[config.mk]
export PLATFORM = sky130hd
export DESIGN_NAME = alarm_controller
export DESIGN_NICKNAME = d
export VERILOG_FILES = /design/src/rtl/alarm_controller.sv
export SDC_FILE = /design/constraint.sdc
export NUM_CORES = 1
export LEC_CHECK = 0
export ABC_AREA = 1
export CAP_MARGIN = 20
export CELL_PAD_IN_SITES_DETAIL_PLACEMENT = 0
export CELL_PAD_IN_SITES_GLOBAL_PLACEMENT = 2
export CORE_MARGIN = 2
export CORE_UTILIZATION = 26
export CTS_CLUSTER_DIAMETER = 80
export CTS_CLUSTER_SIZE = 8
export DETAILED_ROUTE_END_ITERATION = 10
export PLACE_DENSITY_LB_ADDON = 0.1
export SETUP_SLACK_MARGIN = 0.5
export SLEW_MARGIN = 5
export SYNTH_ARGS = -nofsm -noshare
export SYNTH_HDL_FRONTEND = slang
export SYNTH_SLANG_ARGS = --single-unit
[constraint.sdc]
create_clock -name clk -period 1.7 [get_ports clk]
set_clock_uncertainty 0.05 [all_clocks]
set_input_delay 0.34 -clock clk [delete_from_list [all_inputs] [get_ports clk]]
set_output_delay 0.34 -clock clk [all_outputs]
set_load 0.02 [all_outputs]
[src/rtl/alarm_controller.sv]
// Alarm clock controller: arms and triggers on an hour/minute match at second 0,
// rings with a timeout, supports a bounded number of snoozes, and can be dismissed.
module alarm_controller #(
  parameter int SNOOZE_S   = 300,
  parameter int RING_S     = 60,
  parameter int MAX_SNOOZE = 3
) (
  input  logic       clk,
  input  logic       rst,
  input  logic       tick_1hz,
  input  logic [4:0] cur_hour,
  input  logic [5:0] cur_min,
  input  logic [5:0] cur_sec,
  input  logic [4:0] alm_hour,
  input  logic [5:0] alm_min,
  input  logic       adjust,
  input  logic       arm_toggle,
  input  logic       dismiss,
  input  logic       snooze,
  output logic       armed,
  output logic       ringing,
  output logic       led_alarm,
  output logic       snoozing,
  output logic [2:0] snooze_used
);

  localparam int RING_W  = $clog2(RING_S + 1);
  localparam int SNZ_W   = $clog2(SNOOZE_S + 1);

  localparam logic [1:0] DISARMED = 2'd0;
  localparam logic [1:0] ARMED    = 2'd1;
  localparam logic [1:0] RINGING  = 2'd2;
  localparam logic [1:0] SNOOZE   = 2'd3;

  logic [1:0]        state_reg, state_next;
  logic [RING_W-1:0] ring_cnt_reg, ring_cnt_next;
  logic [SNZ_W-1:0]  snz_cnt_reg, snz_cnt_next;
  logic [2:0]        used_reg, used_next;
  logic              led_reg, led_next;
  logic              trigger;

  // cur_sec==0 is only true on the first tick of the minute, so this fires once per match.
  assign trigger = tick_1hz && !adjust && (cur_hour == alm_hour) &&
                   (cur_min == alm_min) && (cur_sec == 6'd0);

  always_comb begin
    state_next    = state_reg;
    ring_cnt_next = ring_cnt_reg;
    snz_cnt_next  = snz_cnt_reg;
    used_next     = used_reg;
    led_next      = led_reg;

    if (adjust && (state_reg == RINGING || state_reg == SNOOZE)) begin
      state_next = ARMED;
    end else if (arm_toggle) begin
      state_next = (state_reg == DISARMED) ? ARMED : DISARMED;
    end else begin
      case (state_reg)
        ARMED: begin
          if (trigger) begin
            state_next    = RINGING;
            ring_cnt_next = '0;
            used_next     = '0;
            led_next      = 1'b1;
          end
        end
        RINGING: begin
          if (dismiss) begin
            state_next = ARMED;
          end else if (snooze && (used_reg < 3'(MAX_SNOOZE))) begin
            state_next   = SNOOZE;
            snz_cnt_next = SNZ_W'(SNOOZE_S);
            used_next    = used_reg + 3'd1;
          end else if (tick_1hz) begin
            if (ring_cnt_reg == RING_W'(RING_S - 1)) begin
              state_next    = ARMED;
              ring_cnt_next = '0;
            end else begin
              ring_cnt_next = ring_cnt_reg + RING_W'(1);
              led_next      = !led_reg;
            end
          end
        end
        SNOOZE: begin
          if (dismiss) begin
            state_next = ARMED;
          end else if (tick_1hz) begin
            if (snz_cnt_reg == SNZ_W'(1)) begin
              state_next    = RINGING;
              snz_cnt_next  = '0;
              ring_cnt_next = '0;
              led_next      = 1'b1;
            end else if (snz_cnt_reg != '0) begin
              snz_cnt_next = snz_cnt_reg - SNZ_W'(1);
            end
          end
        end
        default: state_next = DISARMED;
      endcase
    end

    // The LED only lives in RINGING; leaving for any reason blanks it and idles the counters.
    if (state_next != RINGING) begin
      led_next      = 1'b0;
      ring_cnt_next = '0;
    end
    if (state_next != SNOOZE) begin
      snz_cnt_next = '0;
    end
  end

  always_ff @(posedge clk) begin
    if (rst) begin
      state_reg    <= DISARMED;
      ring_cnt_reg <= '0;
      snz_cnt_reg  <= '0;
      used_reg     <= '0;
      led_reg      <= 1'b0;
    end else begin
      state_reg    <= state_next;
      ring_cnt_reg <= ring_cnt_next;
      snz_cnt_reg  <= snz_cnt_next;
      used_reg     <= used_next;
      led_reg      <= led_next;
    end
  end

  assign armed       = (state_reg != DISARMED);
  assign ringing     = (state_reg == RINGING);
  assign snoozing    = (state_reg == SNOOZE);
  assign led_alarm   = led_reg;
  assign snooze_used = used_reg;

endmodule

==> impl_summary.md <==
Global routing
The initial antenna violation count came to 0. Summed over all layers, the global routing overflow is 0. The global-route usage over all layers is 15.2%.

The first global-routing pass estimated 9.32 mm of wire. The number of global-route vias before repair is 1998. Entering global routing, the biggest net connects 13 pins.

Timing
Setup repair after global routing could not meet its margin everywhere. The worst pin sits at a relative slew slack of 79.9%. The setup slack of the critical path after layout is 0.0715 ns. For the pin with the worst max-slew slack, the measured transition is 0.301 ns. The number of hold-slack violations in the final timing report came to 0. Final hold analysis gives a worst-case slack of 0.481 ns. The final clock period utilization by the worst path is 95.8%.

After layout, the minimum clock period comes to 1.63 ns. Setup violations remaining at the end of the flow were counted as 0. The number of pins exceeding their max-slew limit in the final report is 0. Derived from the worst setup path, the maximum achievable clock frequency is 0.614 GHz.

Yosys
The net count after synthesis is 328. Sequential cells were found to cover 23.1% of the synthesized design area. Averaged over all synthesized cells, the footprint is 6.31 sq um.

The distinct cell type count after synthesis is 30. The commonest register cell after synthesis is dfxtp_1. In this run, synthesis produced a sequential element count of 21. The synthesized netlist occupies a cell area of 0.00182 sq mm. Yosys printed 0 warnings.

Synthesis produced 288 cells. The proportion of synthesized flip-flops having asynchronous set or reset is 0%. Yosys mapped a number of flops with a built-in enable equal to 0.

Critical path
For this run, the slowest stage of the critical path takes 0.33 ns. Together, buffers and inverters on the worst path number 1. At the worst endpoint, the required time is 1.81 ns.

The arrival time of the worst setup path is 1.74 ns. The critical path startpoint is snz_cnt_reg[1]. On the critical path the largest part of the delay comes from simple AND/OR/NAND/NOR gates. The count of cells along the worst register-to-register path is 13. The most numerous cell type found on the critical path is nand2_2.

The type of the worst setup path is reg2reg. STA classifies the critical path endpoint as a flop. The startpoint kind of the worst setup timing path is a flop. The critical path depth in cells is 13. The critical path goes through inv_2, ha_4, nand2_2, nor2_2, nand2_2, nand2_4, nand2_2, a21oi_4, nand2_2, nand2_4, nand2_4, nand2_8, nor2_1. The origin of the critical flop-to-flop path is snz_cnt_reg[1].

Of all nets on the critical path, the largest fanout is 5. Across all register-to-register paths, the minimum setup slack is 0.07 ns. The slowest stage of the critical path is the dfxtp_2 cell.

Place
Routability-driven placement finished with a final weighted congestion of 0.772. The pre-CTS worst setup slack is -0.408 ns. The HPWL after detailed placement is 3.93 mm. Port buffering added 41 buffers.

Layout
The repair_antennas step left the layout with diodes totalling 0. The post-synthesis to final-layout area growth is 65.2%. The register with the most flip-flops in the layout has 9 of them. The layout has 727 filler cells. The final layout contains 423 nets.

In the final layout, the share of cells above drive strength 1 is 48.2%. The most common cell after layout, fill and taps aside is nand2_1. In the layout the commonest cells are 57 x nand2_1, 41 x inv_1, 37 x buf_4.

Detailed routing
For this run, design rule violations remaining after detail routing come to 0. Dividing the detail-routed wire length by the instance count gives 11.7 um. The via total after detailed routing is 2015.

Before antenna repair, the detailed router went through 4 iterations. The routed design has 5.58 mm of wire. In this run the remaining antenna-violating nets after routing total 0.

In the routed layout, each cell is associated on average with a via count of 4.22. The count of routing violations after the opening detailed-route iteration is 41.

Pwr
The areal power density over the cells is 366 mW/mm^2. Summed over all cells, the static leakage comes to 0.00141 uW. VDD sags by at most 0.261 mV.

Clocking
The number of buffers created by CTS is 3. The clock passes through at most 2 buffers. Clock latency on the worst-skew pair, taken at its later pin, is 0.26 ns.

In this run the clock root is driven by a clkbuf_8. The clock-pin slew on the worst setup and hold paths is 0.08 ns. CTS built an H-tree with a depth of 1. In this run, post-CTS hold repair placed 0 buffers. TritonCTS built the clock tree. The sink count of the clock tree is 21.

Die
The die is 87.6 um tall. The floorplan has 30 rows. The core outline area is 0.00679 sq mm. Once the floorplan was initialized, standard cells occupied 26.7% of the core. The die is 87.6 um wide. The die footprint is 0.00767 sq mm. For this design the top-level I/O count stands at 42.

Worst hold path
Along the worst hold path, the cell count comes to 4. The min-delay analysis places its worst path in the category reg2reg. The startpoint identified for the worst hold timing path is led_alarm.

Outcome
The flow ran to the end, and the final reports show no timing, DRC or antenna violations.

Job
The tool flagged a number of max-cap violations equal to 0.
==> final timing paths <==
kind | endpoint
setup / recovery | snz_cnt_reg[5]
setup reg to reg | snz_cnt_reg[5]
hold / removal | led_alarm
hold reg to reg | led_alarm
==> tightest hold or removal path: stages (launching register included) <==
cell	delay, ns
dfxtp_2	0.33
nand2_1	0.05
nand2_1	0.04
inv_1	0.04
nor2_1	0.03
==> cells by family (layout without fill, tap and decap cells) <==
logic type,after synthesis,count (layout),share of synthesized area (%)
and+or+nand+nor,170,171,47.4
buffers and inverters,57,150,13.0
AOI/OAI and AO/OA,28,28,9.64
DFF,21,21,23.1
xor gates and xnor gates,7,7,3.37
adders and majority gates,5,5,3.44
==> cells in the mapped netlist, types with 4 or more instances <==
| library cell | n | area (sq um) |
|---|---|---|
| nand2_1 | 66 | 248 |
| inv_1 | 45 | 169 |
| nor2_1 | 40 | 150 |
| dfxtp_1 | 21 | 420 |
| nand3_1 | 18 | 90.1 |
| a21oi_1 | 12 | 60.1 |
| nand2_2 | 12 | 75.1 |
| nand4_1 | 8 | 50.1 |
| nor3_1 | 7 | 35.0 |
| o21ai_1 | 6 | 30.0 |
| ha_1 | 5 | 62.6 |
| inv_2 | 5 | 18.8 |
| nand2_4 | 4 | 45.0 |
| o22ai_1 | 4 | 25.0 |
| xnor2_1 | 4 | 35.0 |
==> routing by layer <==
| layer | wire length, um | global-route usage, % |
|---|---|---|
| met5 | 0 | 0 |
| met4 | 77 | 2.66 |
| met3 | 109 | 2.36 |
| met2 | 2810 | 28.0 |
| met1 | 2580 | 18.9 |
==> area by class of cell <==
cell class / instances / area [sq um] / share of cell area, %
flip-flops and latches: 21 / 450 / 15.0
clock inverters: 1 / 5.00 / 0.167
repair buffers: 91 / 769 / 25.6
well taps: 96 / 120 / 4.00
multi-input cells: 211 / 1390 / 46.3
clock buffers: 3 / 41.3 / 1.38
inverters: 55 / 225 / 7.51
==> power breakdown <==
group	leakage, uW	internal (uW)	total (uW)	switching [uW]
Combinational	0.00120	143	270	128
Sequential	0.000177	487	493	5.69
Clock	0.0000255	163	336	173
==> stage by stage <==
stage	power, uW	cells	TNS, ns	cell area (sq um)	util (%)
2_1_floorplan	605	288	0	1850	-
3_3_place_gp	745	447	-7.76	2560	37.7
3_5_place_dp	745	447	-7.82	2560	37.7
4_1_cts	1110	472	0	2840	41.8
5_1_grt	1180	478	-0.0594	3000	44.2
6_report	1100	478	0	3000	44.2
==> timing repair <==
item | 4_1_cts | 5_1_grt
setup buffers | 18 | 6
endpoints found under the setup margin | 28 | 27
endpoints found under the hold margin | 0 | 0
gates cloned | 3 | 0
resized for setup | 182 | 35
pin swaps | 44 | 14
Note: power is estimated with default switching activity, not from simulation.
